**src/rtl/jtdsp16_do_cache_pkg.sv**
```systemverilog
// Shared DSP16 definitions: loop-cache state encoding, default field widths, do opcode.
package jtdsp16_pkg;

  typedef enum logic [1:0] {
    IDLE   = 2'd0,
    LOAD   = 2'd1,
    REPLAY = 2'd2
  } state_t;

  // do_data is {NI, K}: NI in the upper NIW bits, K in the lower KW bits
  localparam int DEF_NIW   = 4;
  localparam int DEF_KW    = 7;
  localparam int DEF_DW    = 16;
  localparam int DEF_DEPTH = 15;
  localparam int DEF_AW    = 4;

  localparam logic [4:0] DO_OPCODE = 5'b01110;

endpackage

```
**src/rtl/jtdsp16_do_cache_if.sv**
```systemverilog
// Decoder/fetch-side bundle of the DO/REDO loop cache.
interface jtdsp16_do_cache_if
  import jtdsp16_pkg::*;
#(
  parameter int NIW = DEF_NIW,
  parameter int KW  = DEF_KW,
  parameter int DW  = DEF_DW
) ();

  logic              cen;
  logic              do_start;
  logic [NIW+KW-1:0] do_data;
  logic [DW-1:0]     rom_dout;
  logic [DW-1:0]     cache_dout;
  logic              up_xcache;
  logic              pc_hold;
  logic              no_int;
  logic              busy;
  logic [KW-1:0]     iter_left;
  logic              fault;

  modport master (
    output cen, do_start, do_data, rom_dout,
    input  cache_dout, up_xcache, pc_hold, no_int, busy, iter_left, fault
  );

  modport slave (
    input  cen, do_start, do_data, rom_dout,
    output cache_dout, up_xcache, pc_hold, no_int, busy, iter_left, fault
  );

endinterface

```
**src/rtl/jtdsp16_cache_ram.sv**
```systemverilog
// DEPTH x DW loop-body store: one write port, one registered read port.
// A read of the word being written returns the new data, so a 1-word body replays correctly.
module jtdsp16_cache_ram #(
  parameter int DEPTH = 15,
  parameter int AW    = 4,
  parameter int DW    = 16
) (
  input  logic          clk,
  input  logic          rst,
  input  logic          we,
  input  logic [AW-1:0] waddr,
  input  logic [DW-1:0] wdata,
  input  logic          re,
  input  logic [AW-1:0] raddr,
  output logic [DW-1:0] rdata
);

  logic [DW-1:0] mem [DEPTH];

  always_ff @(posedge clk) begin
    if (we) mem[waddr] <= wdata;
  end

  always_ff @(posedge clk or posedge rst) begin
    if (rst)     rdata <= '0;
    else if (re) rdata <= (we && waddr == raddr) ? wdata : mem[raddr];
  end

endmodule

```
**src/rtl/jtdsp16_do_cache.sv**
```systemverilog
// DO/REDO loop cache: captures the loop body from ROM on the first pass, then replays it
// from internal storage with the PC frozen; redo replays the stored body again.
module jtdsp16_do_cache
  import jtdsp16_pkg::*;
#(
  parameter int DEPTH = DEF_DEPTH,
  parameter int AW    = DEF_AW,
  parameter int NIW   = DEF_NIW,
  parameter int KW    = DEF_KW,
  parameter int DW    = DEF_DW
) (
  input  logic               clk,
  input  logic               rst,
  jtdsp16_do_cache_if.slave  bus
);

  localparam int CW = (AW > NIW) ? AW : NIW;

  state_t         state, state_n;
  logic [AW-1:0]  wr_ptr, wr_ptr_n, rd_ptr, rd_ptr_n;
  logic [NIW-1:0] ni_stored, ni_n;
  logic [KW-1:0]  iter_left, iter_n;
  logic           fault, fault_n;
  logic           mem_we, mem_re;

  logic [NIW-1:0] ni_in;
  logic [KW-1:0]  k_in;
  logic           ni_over;
  logic [CW-1:0]  ni_last;
  logic           wr_last, rd_last;

  assign ni_in   = bus.do_data[NIW+KW-1:KW];
  assign k_in    = bus.do_data[KW-1:0];
  assign ni_over = int'(ni_in) > DEPTH;
  assign ni_last = CW'(ni_stored) - 1'b1;
  assign wr_last = CW'(wr_ptr) == ni_last;
  assign rd_last = CW'(rd_ptr) == ni_last;

  always_comb begin
    state_n  = state;
    wr_ptr_n = wr_ptr;
    rd_ptr_n = rd_ptr;
    ni_n     = ni_stored;
    iter_n   = iter_left;
    fault_n  = fault;
    mem_we   = 1'b0;
    mem_re   = 1'b0;
    if (bus.cen) begin
      // A new do/redo cannot nest inside an active loop
      if (bus.do_start && state != IDLE) fault_n = 1'b1;
      case (state)
        IDLE: begin
          if (bus.do_start) begin
            if (ni_in != '0) begin
              ni_n     = ni_over ? NIW'(DEPTH) : ni_in;
              iter_n   = (k_in == '0) ? KW'(1) : k_in;
              wr_ptr_n = '0;
              state_n  = LOAD;
              if (ni_over) fault_n = 1'b1;
            end else if (ni_stored == '0) begin
              fault_n = 1'b1;
            end else if (k_in != '0) begin
              iter_n   = k_in;
              rd_ptr_n = '0;
              mem_re   = 1'b1;
              state_n  = REPLAY;
            end
          end
        end
        LOAD: begin
          mem_we   = 1'b1;
          wr_ptr_n = wr_ptr + 1'b1;
          if (wr_last) begin
            iter_n   = iter_left - 1'b1;
            rd_ptr_n = '0;
            if (iter_left != KW'(1)) begin
              mem_re  = 1'b1;
              state_n = REPLAY;
            end else begin
              state_n = IDLE;
            end
          end
        end
        REPLAY: begin
          rd_ptr_n = rd_last ? '0 : rd_ptr + 1'b1;
          mem_re   = 1'b1;
          if (rd_last) begin
            iter_n = iter_left - 1'b1;
            if (iter_left == KW'(1)) begin
              mem_re  = 1'b0;
              state_n = IDLE;
            end
          end
        end
        default: state_n = IDLE;
      endcase
    end
  end

  always_ff @(posedge clk or posedge rst) begin
    if (rst) begin
      state     <= IDLE;
      wr_ptr    <= '0;
      rd_ptr    <= '0;
      ni_stored <= '0;
      iter_left <= '0;
      fault     <= 1'b0;
    end else begin
      state     <= state_n;
      wr_ptr    <= wr_ptr_n;
      rd_ptr    <= rd_ptr_n;
      ni_stored <= ni_n;
      iter_left <= iter_n;
      fault     <= fault_n;
    end
  end

  // Read address is the next pointer so cache_dout tracks rd_ptr with no bubble
  jtdsp16_cache_ram #(
    .DEPTH (DEPTH),
    .AW    (AW),
    .DW    (DW)
  ) u_ram (
    .clk   (clk),
    .rst   (rst),
    .we    (mem_we),
    .waddr (wr_ptr),
    .wdata (bus.rom_dout),
    .re    (mem_re),
    .raddr (rd_ptr_n),
    .rdata (bus.cache_dout)
  );

  assign bus.up_xcache = (state == REPLAY);
  assign bus.pc_hold   = (state == REPLAY);
  assign bus.no_int    = (state != IDLE);
  assign bus.busy      = (state != IDLE);
  assign bus.iter_left = iter_left;
  assign bus.fault     = fault;

endmodule

```
**src/flat_wrapper.sv**
```systemverilog
// flat-port wrapper written by rule: the top's interface ports become plain ports
module jtdsp16_do_cache_flat import jtdsp16_pkg::*;
#(
  parameter int DEPTH = DEF_DEPTH,
  parameter int AW    = DEF_AW,
  parameter int NIW   = DEF_NIW,
  parameter int KW    = DEF_KW,
  parameter int DW    = DEF_DW
)
  (clk, rst, bus_cen, bus_do_start, bus_do_data, bus_rom_dout, bus_cache_dout, bus_up_xcache, bus_pc_hold, bus_no_int, bus_busy, bus_iter_left, bus_fault);
  jtdsp16_do_cache_if #(.NIW(NIW), .KW(KW), .DW(DW)) bus_i ();
  input  logic clk;
  input  logic rst;
  input wire logic [$bits(bus_i.cen)-1:0] bus_cen;
  input wire logic [$bits(bus_i.do_start)-1:0] bus_do_start;
  input wire logic [$bits(bus_i.do_data)-1:0] bus_do_data;
  input wire logic [$bits(bus_i.rom_dout)-1:0] bus_rom_dout;
  output wire logic [$bits(bus_i.cache_dout)-1:0] bus_cache_dout;
  output wire logic [$bits(bus_i.up_xcache)-1:0] bus_up_xcache;
  output wire logic [$bits(bus_i.pc_hold)-1:0] bus_pc_hold;
  output wire logic [$bits(bus_i.no_int)-1:0] bus_no_int;
  output wire logic [$bits(bus_i.busy)-1:0] bus_busy;
  output wire logic [$bits(bus_i.iter_left)-1:0] bus_iter_left;
  output wire logic [$bits(bus_i.fault)-1:0] bus_fault;
  assign bus_i.cen = bus_cen;
  assign bus_i.do_start = bus_do_start;
  assign bus_i.do_data = bus_do_data;
  assign bus_i.rom_dout = bus_rom_dout;
  assign bus_cache_dout = bus_i.cache_dout;
  assign bus_up_xcache = bus_i.up_xcache;
  assign bus_pc_hold = bus_i.pc_hold;
  assign bus_no_int = bus_i.no_int;
  assign bus_busy = bus_i.busy;
  assign bus_iter_left = bus_i.iter_left;
  assign bus_fault = bus_i.fault;
  jtdsp16_do_cache #(.DEPTH(DEPTH), .AW(AW), .NIW(NIW), .KW(KW), .DW(DW)) u_core (.clk(clk), .rst(rst), .bus(bus_i));
endmodule
```
**config.mk**
```make
export PLATFORM = sky130hd
export DESIGN_NAME = jtdsp16_do_cache_flat
export DESIGN_NICKNAME = d
export VERILOG_FILES = /design/src/rtl/jtdsp16_do_cache_pkg.sv /design/src/rtl/jtdsp16_do_cache_if.sv /design/src/rtl/jtdsp16_cache_ram.sv /design/src/rtl/jtdsp16_do_cache.sv /design/src/flat_wrapper.sv
export SDC_FILE = /design/constraint.sdc
export NUM_CORES = 1
export LEC_CHECK = 0
export CAP_MARGIN = 10
export CORE_MARGIN = 2
export CORE_UTILIZATION = 60
export CTS_BUF_LIST = sky130_fd_sc_hd__clkbuf_16
export DETAILED_ROUTE_END_ITERATION = 6
export PLACE_DENSITY = 0.89
export SYNTH_ARGS = -nofsm -noshare
export SYNTH_HDL_FRONTEND = slang
export SYNTH_HIERARCHICAL = 1
export SYNTH_SLANG_ARGS = --single-unit
```
**constraint.sdc**
```tcl
create_clock -name clk -period 4.6 [get_ports clk]
set_input_delay 0.46 -clock clk [delete_from_list [all_inputs] [get_ports clk]]
set_output_delay 0.46 -clock clk [all_outputs]
set_load 0.01 [all_outputs]
```
; Word level (Yosys, flattened, before mapping)
; Memories as Yosys holds them, arrays and structs flattened. A register that Yosys moved wholly into a read port is not among the register bits.
; Index checks and enable logic that the tools add are counted.
[op_classes]
n_reduce_logical = 13
shifts = 0
order_cmp = 0
muxes = 47
div = 0
bitwise_logic = 0
addsub = 4
n_mul = 0
n_eq_ne = 13
[ops]
columns = operator, n
row1 = 7-bit two-way mux, 7
row2 = 4-bit two-way mux, 9
row3 = 7-bit one-hot mux with 3 select lines, 1
row4 = 1-bit two-way mux, 18
row5 = 2-bit two-way mux, 8
row6 = 7-bit AND reduction, 2
row7 = 4-bit one-hot mux with 3 select lines, 1
row8 = 4-bit by 1-bit adder with 4-bit output (second input constant), 2
row9 = 4-bit equality test, 2
row10 = 2-bit by 1-bit != test with 1-bit output (second input constant), 4
row11 = 4-bit one-hot mux with 2 select lines, 1
row12 = 4-bit AND reduction, 2
row13 = 7-bit by 1-bit equality test with 1-bit output (second input constant), 1
row14 = 7-bit zero test, 1
row15 = 7-bit by 1-bit != test with 1-bit output (second input constant), 1
row16 = 7-bit nonzero test, 1
row17 = 7-bit by 1-bit subtractor with 7-bit output (second input constant), 1
row18 = 2-bit one-hot mux with 3 select lines, 1
row19 = 4-bit zero test, 1
row20 = 2-bit nonzero test, 2
row21 = 4-bit nonzero test, 1
row22 = 4-bit by 1-bit subtractor with 4-bit output (second input constant), 1
row23 = 3-bit by 1-bit != test with 1-bit output (second input constant), 1
row24 = 3-bit by 2-bit != test with 1-bit output (second input constant), 1
row25 = other kinds (7), 7
[word_totals]
latch_bits = 0
mem_bits_rw = 240
regBits = 22
rom_bits = 0
mem_count = 1
out_inout_bits = 28
[mem_list]
columns = memory, words, word_bits, read_ports, rd_clocked_by_memory_dff, write_ports, line
row1 = u_core.u_ram.mem, 15, 16, 1, 1, 1, jtdsp16_cache_ram.sv:18  ; logic [DW-1:0] mem [DEPTH];

; Logic depth before layout (Yosys ltp)
; Gate-level depths: netlist (run 1).
[logic_depth]
ltp_word = 7
mapped_depth = 14
ltp_nobuf = 11

; Cells and area by module
; Netlist (run 1), hierarchy kept.
[by_module_without_submodules]
columns = mod, cells_each, area_each_um2, instances
row1 = jtdsp16_cache_ram, 573, 10368.7, 1
row2 = jtdsp16_do_cache, 154, 1561.5, 1

; Worst setup path after synthesis (run 1)
; Ideal clock, no wire load.
[synth_timing]
path_kind = register to register
startpoint = register u_core.ni_stored[0]
endpoint = register u_core.u_ram.rdata[12] (read register of u_core.u_ram.mem)
setup_ps = 124
path_buffers = 3
path_stages_with_launch = 15
arrival_time_ps = 3081
path_slack_ps = 1395
path_cell_list = dfrtp_1 > inv_1 > ha_1 > xor2_1 > nand2_1 > o31ai_4 > nand3_1 > a221o_1 > buf_4 > buf_2 > buf_2 > mux4_2 > mux2i_1 > nor2_1 > o31a_1
[synth_between]
elab_chain_len = 6
[synth_lines]
columns = item, line
row1 = start: declaration, jtdsp16_do_cache.sv:21  ; logic [NIW-1:0] ni_stored, ni_n;
row2 = start signal: assignment, jtdsp16_do_cache.sv:112  ; ni_stored <= ni_n;
row3 = "parallel branches: the longest is 4 deep, another holds 4-bit by 1-bit subtractor with 4-bit output", n/a
row4 = 4-bit one-hot mux with 3 select lines (*), jtdsp16_do_cache.sv:51  ; case (state)
row5 = 4-bit two-way mux (*), jtdsp16_do_cache.sv:48  ; if (bus.cen) begin
row6 = named net u_core.rd_ptr_n[3], jtdsp16_do_cache.sv:20  ; logic [AW-1:0] wr_ptr, wr_ptr_n, rd_ptr, rd_ptr_n;
row7 = end: declaration, jtdsp16_cache_ram.sv:15  ; output logic [DW-1:0] rdata
; Mark *: on every way through the listed nets, which the timed path passes.
; A chain may end at the register's enable or synchronous reset.

; Final worst setup path (run 1)
[layout_timing]
startpoint = register u_core.ni_stored[0]
endpoint = register u_core.u_ram.rdata[10] (read register of u_core.u_ram.mem)
; Same word-level chain as after synthesis.

==> reports/summary.txt, run 1 <==
PWR
------------------------------------------------------------------------------------------
P per Cell Area .............................................................  557 nW/um^2
Worst ir drop on vdd ........................................................     0.371 mV
Reported leakage power ......................................................      4.66 nW

FINAL LAYOUT
------------------------------------------------------------------------------------------
Total area of sequential cells ..............................................    8160 um^2
Area added between synthesis and finish .....................................        14.2%
Post-Layout Inst Area .......................................................  13,600 um^2
Final-stage net count .......................................................          839
Total of fill cells in the finished design ..................................        1,147
Combined area of the multi-input logic cells ................................    3480 um^2
Most common library cell in the layout ignoring fill and taps ...............     edfxtp_1
Commonest cells after routing, fill and taps aside .......................... 240 x edfxtp_1, 69 x mux2i_1, 58 x clkdlybuf4s50_1, 38 x nor2_1, 38 x dfrtp_1
Number of diodes ............................................................            0
Ratio of cells with drive above 1 in the final layout .......................        15.3%

ROUTING
------------------------------------------------------------------------------------------
Count of nets left with antenna violations after detail routing .............            0
Total length of routed wires ................................................    27,000 um
Final routed DRC violation total ............................................            0
Average routed wire per standard cell .......................................      24.9 um
First drt pass iteration count ..............................................            5
Routed vias .................................................................        7,059
1st-iter DRT viols ..........................................................          779
Average vias per placed instance ............................................         6.52

LOGIC SYNTHESIS
------------------------------------------------------------------------------------------
Mapped Cells ................................................................          727
Number of synthesized flops with an enable pin ..............................          240
Number of different library cells in the post-synthesis netlist .............           62
Synthesized Nets ............................................................          768
Sequential cell area fraction in the yosys report ...........................        68.4%
Predominant post-synthesis flop cell ........................................     edfxtp_1
Mean post-synth cell area ...................................................    16.4 um^2
Proportion of synthesized flip-flops having asynchronous set or reset .......        13.7%
Flip-flop and latch count after synthesis ...................................          278
Number of warnings printed during yosys synthesis ...........................            6
Synth Cell Area .............................................................  11,900 um^2

PLACED DESIGN
------------------------------------------------------------------------------------------
Setup Slack @ Placement .....................................................     0.530 ns
HPWL after detailed placement ...............................................    16,300 um
Post-placement cell area ....................................................  12,800 um^2
Final weighted congestion in routability-driven placement ...................        0.842
Port Buf Inserts ............................................................           58

SETUP PATH
------------------------------------------------------------------------------------------
CP top delay family ......................................................... compound AO/OA/AOI/OAI gates
Critical path endpoint category .............................................     register
Cell depth of the worst flop-to-flop path ...................................           12
Type of the worst setup path ................................................      reg2reg
Number of buffers and inverters on the critical path ........................            2
R2R setup slack .............................................................      0.76 ns
Critical-path cell list ..................................................... inv_1, ha_1, xor2_1, nand2_1, o31ai_4, nand3_1, a221o_2, xor2_1, nor3_4, buf_4, nand4_1, o311ai_2
Worst EP arrival ............................................................      4.26 ns
Worst path max stage delay ..................................................      0.71 ns
Crit path max fanout ........................................................           34
Critical Path Start Type ....................................................     register
Number of stages on the worst setup path ....................................           12
Cell seen most often among critical-path stages .............................       xor2_1
Endpoint required time on the critical path .................................      5.02 ns
Cell with the largest stage delay on the worst path .........................      a221o_2

STA
------------------------------------------------------------------------------------------
Slew @ Worst Pin ............................................................      1.09 ns
Maximum clock rate ..........................................................    0.260 GHz
Tightest hold margin ........................................................     0.419 ns
Post-route worst setup slack ................................................     0.758 ns
Number of failing setup endpoints in the final timing report ................            0
Max transition margin .......................................................        27.0%
Final worst-path cycle share ................................................        83.5%
Time the final worst path needs with I/O delays and setup ...................      3.84 ns
RSZ-0062 raised after global routing ........................................           no
Worst clock skew ............................................................    0.0129 ns
Endpoints failing hold ......................................................            0
Slew Limit Fails ............................................................            0
Setup TNS ...................................................................         0 ns

CLOCK TREE
------------------------------------------------------------------------------------------
Clock edge transition at the registers on the reported setup and hold paths .      0.06 ns
Root buffer cell ............................................................    clkbuf_16
Maximum root-to-sink buffer count ...........................................            3
Setup repair bufs after CTS .................................................            0
Latest clock arrival within the worst-skew pair .............................      0.52 ns
CTS sink cnt ................................................................          278
Number of gates resized after CTS ...........................................            0
Maximum level of the CTS H-tree .............................................            1
Inserted Clock Buffers ......................................................           27
Hold buffers post-CTS .......................................................            0
Clock tree from TritonCTS ...................................................        built

GLOBAL ROUTE
------------------------------------------------------------------------------------------
GR Overflow Total ...........................................................            0
Wire length of the first global-routing pass ................................    41,400 um
Number of antenna violations at the first check in global routing ...........            0
Largest net degree at the start of global routing ...........................           53
GR Util All Layers ..........................................................        25.7%
Number of global-route vias before repair ...................................        7,093

DIE
------------------------------------------------------------------------------------------
CORE AREA ...................................................................  19,500 um^2
Die boundary height .........................................................       145 um
Die X-Extent ................................................................       145 um
Floorplan die area ..........................................................  21,000 um^2
Site Rows ...................................................................           51
Top-level port count ........................................................           59
Effective utilization at floorplan ..........................................        61.3%

RUN STATUS
------------------------------------------------------------------------------------------
Status ......................................................................    completed

HOLD PATH
------------------------------------------------------------------------------------------
Worst min path class ........................................................     in2async

JOB
------------------------------------------------------------------------------------------
Number of max-capacitance violations reported ...............................            0

## logic make-up after synthesis
group                      after synthesis  share of synthesized area [%]
buffers and inverters                   57                           2.71
DFF                                    278                           68.4
adders and majority gates               10                           1.05
muxes                                  110                           11.9
xor gates and xnor gates                20                           1.58
AOI/OAI and AO/OA                      119                           8.44
and+or+nand+nor                        133                           5.92
## per-stage QoR
step | power [mW] | cells | util [%]
after floorplan | 4.89 | 727 | -
after global placement | 5.47 | 1034 | 65.9
after detailed placement | 5.58 | 1034 | 65.9
after CTS | 7.58 | 1083 | 70.0
after global routing | 7.89 | 1083 | 70.0
final | 7.59 | 1083 | 70.0
## synthesized netlist by cell type, types with 12 or more instances
| cell | count | share of area [%] |
|---|---|---|
| dfrtp_1 | 38 | 8.0 |
| xor2_1 | 12 | 0.88 |
| clkbuf_1 | 14 | 0.44 |
| a22oi_1 | 21 | 1.3 |
| nand2b_1 | 16 | 0.84 |
| edfxtp_1 | 240 | 60 |
| nand2_1 | 23 | 0.72 |
| a21oi_1 | 18 | 0.76 |
| mux2i_1 | 69 | 5.8 |
| inv_1 | 13 | 0.41 |
| nor2_1 | 38 | 1.2 |
| mux2_2 | 14 | 1.3 |
| mux4_2 | 24 | 4.5 |
| o211a_1 | 13 | 1.1 |
| o21ai_0 | 12 | 0.50 |
## routing by layer
layer	vias up	track usage (%)	wire (um)
li1	2991	-	-
met1	3541	33.5	9930
met2	451	43.5	13600
met3	76	4.34	2410
met4	0	10.0	1010
met5	-	0	0
## report_power, final
part	total (mW)	internal [mW]	switching, mW
clock network	1.98	1.11	0.869
registers	3.14	2.95	0.189
logic	2.47	1.12	1.35
total	7.59	5.18	2.41
## registers in the layout (all words and copies together) (netlist names)
| name | count |
|---|---|
| u_core/u_ram/mem | 240 |
| u_core/u_ram/rdata | 16 |
| u_core/bus.iter_left | 7 |
| u_core/ni_stored | 4 |
| u_core/rd_ptr | 4 |
| u_core/wr_ptr | 4 |
| u_core/state | 2 |
| u_core/bus.fault | 1 |
## worst paths after layout
path	startpoint	endpoint
min in group clk	u_core/bus.fault	u_core/bus.fault
worst min register to register	u_core/bus.fault	u_core/bus.fault
worst max register to register	u_core/ni_stored[0]	u_core/u_ram/rdata[10]
worst min-delay path	rst	u_core/u_ram/rdata[14]
max in group asynchronous	rst	u_core/bus.iter_left[2]
worst max-delay path	u_core/ni_stored[0]	u_core/u_ram/rdata[10]
## cell type report
cell class,instances,area share [%]
Sequential cell,278,59.9
Inverter,14,0.386
Timing Repair Buffer,85,5.93
Clock inverter,22,0.881
Multi-Input combinational cell,392,25.6
Tap cell,265,2.43
Clock buffer,27,4.96
Power figures use the tool's default switching activity.
==> inputs of run 2 (changes only) <==
clock period = 3.55 ns   (was 4.6 ns; I/O delays follow)
==> reports/summary.txt, run 2 (synthesis results as in run 1) <==
RUN STATUS
------------------------------------------------------------------------------------------
Status ......................................................................    completed   unchanged

PLACED DESIGN
------------------------------------------------------------------------------------------
Final weighted congestion in routability-driven placement ...................        0.891   was 0.842
Post-placement cell area ....................................................  13,100 um^2   was 12,800 um^2
DP Cell Count ...............................................................        1,057   was 1,034
HPWL after detailed placement ...............................................    17,600 um   was 16,300 um
Setup Slack @ Placement .....................................................   -0.0548 ns   was 0.530 ns
Port Buf Inserts ............................................................           58   unchanged

SETUP PATH
------------------------------------------------------------------------------------------
Cell depth of the worst flop-to-flop path ...................................           12   unchanged
Cell with the largest stage delay on the worst path .........................      a221o_2   unchanged
Type of the worst setup path ................................................      reg2reg   unchanged
Crit path max fanout ........................................................           12   was 34
Worst EP arrival ............................................................      3.81 ns   was 4.26 ns
Crit. Startpoint ............................................................ u_core/ni_stored[0]   unchanged
Crit path capture ........................................................... u_core/u_ram/rdata[9]   was u_core/u_ram/rdata[10]
Destination of the worst register-to-register timing path ................... u_core/u_ram/rdata[9]   was u_core/u_ram/rdata[10]
Number of stages on the worst setup path ....................................           12   unchanged
R2R setup slack .............................................................      0.15 ns   was 0.76 ns
Worst path max stage delay ..................................................      0.50 ns   was 0.71 ns
Critical path endpoint category .............................................     register   unchanged
CP top delay family ......................................................... compound AO/OA/AOI/OAI gates   unchanged
Critical-path cell list ..................................................... inv_1, ha_1, xor2_1, nand2_1, o31ai_4, nand3_1, a221o_2, buf_4, and2_1, a22oi_1, a21oi_1, o311ai_2   was inv_1, ha_1, xor2_1, nand2_1, o31ai_4, nand3_1, a221o_2, xor2_1, nor3_4, buf_4, nand4_1, o311ai_2
Source of the worst register-to-register timing path ........................ u_core/ni_stored[0]   unchanged
Number of buffers and inverters on the critical path ........................            2   unchanged
Critical Path Start Type ....................................................     register   unchanged
Endpoint required time on the critical path .................................      3.96 ns   was 5.02 ns

ROUTING
------------------------------------------------------------------------------------------
Average routed wire per standard cell .......................................      25.0 um   was 24.9 um
Total length of routed wires ................................................    27,700 um   was 27,000 um
Count of nets left with antenna violations after detail routing .............            0   unchanged
Average vias per placed instance ............................................         6.53   was 6.52
Final routed DRC violation total ............................................            0   unchanged
First drt pass iteration count ..............................................            6   was 5
Routed vias .................................................................        7,226   was 7,059
1st-iter DRT viols ..........................................................          722   was 779

DIE
------------------------------------------------------------------------------------------
Floorplan die area ..........................................................  21,000 um^2   unchanged
Top-level port count ........................................................           59   unchanged
Site Rows ...................................................................           51   unchanged
Die boundary height .........................................................       145 um   unchanged
Effective utilization at floorplan ..........................................        61.3%   unchanged
Die X-Extent ................................................................       145 um   unchanged
CORE AREA ...................................................................  19,500 um^2   unchanged

PWR
------------------------------------------------------------------------------------------
P per Cell Area .............................................................  732 nW/um^2   was 557 nW/um^2
Clock share of power ........................................................        27.5%   was 26.1%
Switching Power .............................................................      3.18 mW   was 2.41 mW
Worst ir drop on vdd ........................................................     0.458 mV   was 0.371 mV
Switching fraction of total power ...........................................        31.2%   was 31.8%
Combinational fraction of design power ......................................        32.9%   was 32.6%
Total power consumption of the routed design ................................      10.2 mW   was 7.59 mW
Reg power frac ..............................................................        39.6%   was 41.3%
Cell-internal power .........................................................      7.03 mW   was 5.18 mW
Reported leakage power ......................................................      4.84 nW   was 4.66 nW

FINAL LAYOUT
------------------------------------------------------------------------------------------
Largest register FFs ........................................................          240   unchanged
Area added between synthesis and finish .....................................        16.8%   was 14.2%
Final-stage net count .......................................................          862   was 839
Number of diodes ............................................................            0   unchanged
Post-Layout Inst Area .......................................................  13,900 um^2   was 13,600 um^2
Layout Cells excl Fill ......................................................        1,106   was 1,083
Total of fill cells in the finished design ..................................        1,105   was 1,147
Most common library cell in the layout ignoring fill and taps ...............     edfxtp_1   unchanged
Register with the highest flop count ........................................ u_core/u_ram/mem   unchanged
Biggest regs ................................................................ u_core/u_ram/mem (240), u_core/u_ram/rdata (16), u_core/bus.iter_left (7)   unchanged
Ratio of cells with drive above 1 in the final layout .......................        18.4%   was 15.3%
Commonest cells after routing, fill and taps aside .......................... 240 x edfxtp_1, 69 x mux2i_1, 58 x clkdlybuf4s50_1, 45 x buf_4, 38 x nor2_1   was 240 x edfxtp_1, 69 x mux2i_1, 58 x clkdlybuf4s50_1, 38 x nor2_1, 38 x dfrtp_1
End-of-flow core utilization ................................................        71.6%   was 70.0%

STA
------------------------------------------------------------------------------------------
Post-route worst setup slack ................................................     0.149 ns   was 0.758 ns
Endpoints failing hold ......................................................            0   unchanged
Tightest hold margin ........................................................     0.335 ns   was 0.419 ns
Max transition margin .......................................................        36.0%   was 27.0%
Slew @ Worst Pin ............................................................     0.955 ns   was 1.09 ns
Maximum clock rate ..........................................................    0.294 GHz   was 0.260 GHz
Worst clock skew ............................................................    0.0101 ns   was 0.0129 ns
Number of failing setup endpoints in the final timing report ................            0   unchanged
Time the final worst path needs with I/O delays and setup ...................      3.40 ns   was 3.84 ns
RSZ-0062 raised after global routing ........................................           no   unchanged
Slew Limit Fails ............................................................            0   unchanged
Final worst-path cycle share ................................................        95.8%   was 83.5%
Setup TNS ...................................................................         0 ns   unchanged

GLOBAL ROUTE
------------------------------------------------------------------------------------------
Wire length of the first global-routing pass ................................    43,100 um   was 41,400 um
Number of antenna violations at the first check in global routing ...........            0   unchanged
Number of global-route vias before repair ...................................        7,537   was 7,093
GR Util All Layers ..........................................................        26.5%   was 25.7%
Largest net degree at the start of global routing ...........................           38   was 53
GR Overflow Total ...........................................................            0   unchanged

JOB
------------------------------------------------------------------------------------------
Number of max-capacitance violations reported ...............................            0   unchanged

CLOCK TREE
------------------------------------------------------------------------------------------
Maximum level of the CTS H-tree .............................................            1   unchanged
CTS sink cnt ................................................................          278   unchanged
Latest clock arrival within the worst-skew pair .............................      0.53 ns   was 0.52 ns
Clock tree from TritonCTS ...................................................        built   unchanged
Hold buffers post-CTS .......................................................            0   unchanged
Inserted Clock Buffers ......................................................           26   was 27
Root buffer cell ............................................................    clkbuf_16   unchanged
Maximum root-to-sink buffer count ...........................................            3   unchanged
Clock edge transition at the registers on the reported setup and hold paths .      0.06 ns   about the same

HOLD PATH
------------------------------------------------------------------------------------------
Worst min path class ........................................................     in2async   unchanged

## run 2: timing repair
action	in CTS	in global routing
gates resized for setup	0	1
setup buffers	0	1
setup endpoints to repair	0	14
## run 2: power groups by stage
| stage | Clock [mW] | Combinational [mW] | Sequential (mW) |
|---|---|---|---|
| 2_1_floorplan | 0 | 2.23 | 4.10 |
| 3_3_place_gp | 0 | 3.13 | 4.08 |
| 3_5_place_dp | 0 | 3.29 | 4.10 |
| 4_1_cts | 2.83 | 3.33 | 4.04 |
| 5_1_grt | 2.97 | 3.57 | 4.07 |
| 6_report | 2.81 | 3.36 | 4.04 |
## run 2: cell type report
type / instances / area, um^2 / share of cell area [%]
clock buffer: 27 / 676 / 4.85
clock inverter: 21 / 199 / 1.43
inverter: 14 / 52.6 / 0.377
multi-input combinational: 392 / 3480 / 25.0
sequential: 278 / 8160 / 58.5
tap: 265 / 332 / 2.38
timing repair buffer: 109 / 1040 / 7.45
## run 2: worst min path at each step
stage                                   endpoint              from  slack, ns
final                        u_core/ni_stored[0]               rst       0.34
after global routing      u_core/u_ram/rdata[15]               rst       0.43
after CTS                 u_core/u_ram/rdata[12]               rst       0.36
after detailed placement        u_core/bus.fault  u_core/bus.fault       0.47
after global placement          u_core/bus.fault  u_core/bus.fault       0.46
after floorplan            u_core/u_ram/rdata[0]               rst       0.27
## run 2: worst reg2reg max path, cell delays in order (launching register included)
cell,delay (ns)
dfrtp_2,0.41
inv_1,0.08
ha_1,0.34
xor2_1,0.18
nand2_1,0.12
o31ai_4,0.28
nand3_1,0.19
a221o_2,0.50
buf_4,0.22
and2_1,0.33
a22oi_1,0.23
a21oi_1,0.11
o311ai_2,0.29
## run 2: routing by layer
metal,vias up,global-route usage (%),share of wire [%]
met5,-,0,0
met4,0,12.5,5.3
met3,127,4.21,9.5
met2,459,45.5,50
met1,3611,33.4,36
li1,3029,-,-
==> inputs of run 3 (changes only) <==
CORE_ASPECT_RATIO = 0.9   (was unset)
PLACE_DENSITY = unset   (was 0.89)
PLACE_DENSITY_LB_ADDON = 0.05   (was unset)
clock period = 4.25 ns   (was 3.55 ns; I/O delays follow)
==> reports/summary.txt, run 3 (synthesis results as in run 1) <==
RUN STATUS
------------------------------------------------------------------------------------------
Status ......................................................................    completed   unchanged

CLOCK TREE
------------------------------------------------------------------------------------------
Inserted Clock Buffers ......................................................           28   was 26
Number of gates resized after CTS ...........................................            0   unchanged
Clock tree from TritonCTS ...................................................        built   unchanged
Maximum level of the CTS H-tree .............................................            1   unchanged
Hold buffers post-CTS .......................................................            0   unchanged
Setup repair bufs after CTS .................................................            0   unchanged
Latest clock arrival within the worst-skew pair .............................      0.54 ns   was 0.53 ns
Maximum root-to-sink buffer count ...........................................            3   unchanged
Root buffer cell ............................................................    clkbuf_16   unchanged
Clock edge transition at the registers on the reported setup and hold paths .      0.06 ns   about the same
CTS sink cnt ................................................................          278   unchanged

GLOBAL ROUTE
------------------------------------------------------------------------------------------
Global-route track usage on met1 ............................................        36.5%   was 33.4%
Wire length of the first global-routing pass ................................    40,100 um   was 43,100 um
Met2 Use GR .................................................................        41.0%   was 45.5%
Number of antenna violations at the first check in global routing ...........            0   unchanged
Busiest metal layer after global routing ....................................         met2   unchanged
GR Util All Layers ..........................................................        25.2%   was 26.5%
Met3 layer usage reported by global route ...................................        4.03%   was 4.21%
GR Overflow Total ...........................................................            0   unchanged
Number of global-route vias before repair ...................................        6,843   was 7,537
Largest net degree at the start of global routing ...........................           33   was 38

DIE
------------------------------------------------------------------------------------------
Floorplan die area ..........................................................  21,000 um^2   about the same
Die X-Extent ................................................................       153 um   was 145 um
Die boundary height .........................................................       138 um   was 145 um
Top-level port count ........................................................           59   unchanged
Site Rows ...................................................................           48   was 51
CORE AREA ...................................................................  19,300 um^2   was 19,500 um^2
Effective utilization at floorplan ..........................................        61.7%   was 61.3%

PWR
------------------------------------------------------------------------------------------
Worst ir drop on vdd ........................................................     0.448 mV   was 0.458 mV
P per Cell Area .............................................................  628 nW/um^2   was 732 nW/um^2
Reported leakage power ......................................................      4.80 nW   was 4.84 nW

SETUP PATH
------------------------------------------------------------------------------------------
Destination of the worst register-to-register timing path ................... u_core/u_ram/rdata[12]   was u_core/u_ram/rdata[9]
R2R setup slack .............................................................      0.62 ns   was 0.15 ns
Source of the worst register-to-register timing path ........................ u_core/ni_stored[0]   unchanged
Cell with the largest stage delay on the worst path .........................      a221o_2   unchanged
Type of the worst setup path ................................................      reg2reg   unchanged
Worst path max stage delay ..................................................      0.62 ns   was 0.50 ns
Critical-path cell list ..................................................... inv_1, ha_1, xor2_1, nand2_1, o31ai_4, nand3_1, a221o_2, buf_4, mux4_2, mux2i_1, nor2_1, o31a_1   was inv_1, ha_1, xor2_1, nand2_1, o31ai_4, nand3_1, a221o_2, buf_4, and2_1, a22oi_1, a21oi_1, o311ai_2
Worst EP arrival ............................................................      4.04 ns   was 3.81 ns
Crit path max fanout ........................................................           26   was 12
Critical path endpoint category .............................................     register   unchanged
Endpoint required time on the critical path .................................      4.66 ns   was 3.96 ns
Critical Path Start Type ....................................................     register   unchanged
Cell depth of the worst flop-to-flop path ...................................           12   unchanged

STA
------------------------------------------------------------------------------------------
Number of failing setup endpoints in the final timing report ................            0   unchanged
Final worst-path cycle share ................................................        85.4%   was 95.8%
Max transition margin .......................................................        42.6%   was 36.0%
Time the final worst path needs with I/O delays and setup ...................      3.63 ns   was 3.40 ns
Maximum clock rate ..........................................................    0.275 GHz   was 0.294 GHz
Setup TNS ...................................................................         0 ns   unchanged
Worst clock skew ............................................................    0.0153 ns   was 0.0101 ns
Slew Limit Fails ............................................................            0   unchanged
RSZ-0062 raised after global routing ........................................           no   unchanged
Endpoints failing hold ......................................................            0   unchanged
Slew @ Worst Pin ............................................................     0.860 ns   was 0.955 ns

HOLD PATH
------------------------------------------------------------------------------------------
Worst min path class ........................................................     in2async   unchanged

PLACED DESIGN
------------------------------------------------------------------------------------------
Final weighted congestion in routability-driven placement ...................        0.807   was 0.891
HPWL after detailed placement ...............................................    16,000 um   was 17,600 um
Port Buf Inserts ............................................................           58   unchanged
DP Cell Count ...............................................................        1,026   was 1,057
Post-placement cell area ....................................................  12,900 um^2   was 13,100 um^2

FINAL LAYOUT
------------------------------------------------------------------------------------------
Area added between synthesis and finish .....................................        16.7%   was 16.8%
Final-stage net count .......................................................          847   was 862
Largest register FFs ........................................................          240   unchanged
Most common library cell in the layout ignoring fill and taps ...............     edfxtp_1   unchanged
Layout Cells excl Fill ......................................................        1,078   was 1,106
Post-Layout Inst Area .......................................................  13,900 um^2   about the same
Ratio of cells with drive above 1 in the final layout .......................        18.4%   about the same
Biggest regs ................................................................ u_core/u_ram/mem (240), u_core/u_ram/rdata (16), u_core/bus.iter_left (7)   unchanged
Number of diodes ............................................................            0   unchanged
Commonest cells after routing, fill and taps aside .......................... 240 x edfxtp_1, 69 x mux2i_1, 58 x clkdlybuf4s50_1, 38 x dfrtp_1, 32 x buf_4   was 240 x edfxtp_1, 69 x mux2i_1, 58 x clkdlybuf4s50_1, 45 x buf_4, 38 x nor2_1
Register with the highest flop count ........................................ u_core/u_ram/mem   unchanged

ROUTING
------------------------------------------------------------------------------------------
First drt pass iteration count ..............................................            5   was 6
Total length of routed wires ................................................    26,300 um   was 27,700 um
Count of nets left with antenna violations after detail routing .............            0   unchanged
Average vias per placed instance ............................................         6.27   was 6.53
Average routed wire per standard cell .......................................      24.4 um   was 25.0 um
Final routed DRC violation total ............................................            0   unchanged
1st-iter DRT viols ..........................................................          570   was 722
Routed vias .................................................................        6,761   was 7,226

JOB
------------------------------------------------------------------------------------------
Number of max-capacitance violations reported ...............................            0   unchanged

[run 3: cell types whose count changed in the layout (fill, tap and decap cells not counted), sizes merged]
cell / delta
buf: -17
bufinv: +4
clkbuf: +1
clkinvlp: -1
[run 3: worst max-delay path: cells and delay by family (launching register included)]
family	cells	cell delay, ns
flops	1	0.45
buf+inv	2	0.41
xor+xnor	1	0.16
compound gates	3	1.29
mux	2	0.47
simple gates	3	0.36
fa+ha+maj	1	0.34
[run 3: final cells by class]
type                    instances  area, um^2
clock buffers                  28         701
clock inverters                24         318
fillers                      1200        5420
inverters                      14        52.6
multi-input cells             392        3510
flip-flops and latches        278        8160
well taps                     250         313
repair buffers                 92         861
[run 3: stage by stage]
stage / hold slack [ns] / util, % / setup slack, ns / power, mW
5_1_grt: 0.448 / 72.0 / 0.401 / 9.12
4_1_cts: 0.397 / 72.0 / 0.652 / 8.78
2_1_floorplan: 0.339 / - / 1.05 / 5.29
3_3_place_gp: 0.466 / 66.7 / 0.429 / 6.04
6_report: 0.402 / 72.0 / 0.620 / 8.74
3_5_place_dp: 0.466 / 66.7 / 0.353 / 6.11
[run 3: worst max-delay path by stage]
stage	from	end	slack, ns	cells after the start
floorplan	u_core/ni_stored[0]	u_core/u_ram/rdata[12]	1.05	14
global placement	bus_do_data[3]	u_core/u_ram/rdata[0]	0.43	11
detailed placement	bus_do_data[4]	u_core/u_ram/rdata[0]	0.35	11
CTS	u_core/ni_stored[0]	u_core/u_ram/rdata[12]	0.65	12
global route	u_core/ni_stored[0]	u_core/u_ram/rdata[12]	0.40	12
finish	u_core/ni_stored[0]	u_core/u_ram/rdata[12]	0.62	12
[run 3: where the power goes]
group	total (mW)	internal, mW	switching (mW)	leakage [nW]
clock network	2.67	1.68	0.987	0.517
logic	2.67	1.24	1.43	1.66
registers	3.40	3.19	0.210	2.62
total	8.74	6.11	2.63	4.80
[run 3: layer usage]
layer | vias up | routed length, um
li1 | 3021 | -
met1 | 3459 | 11600
met2 | 240 | 12400
met3 | 41 | 1700
met4 | 0 | 638
met5 | - | 0
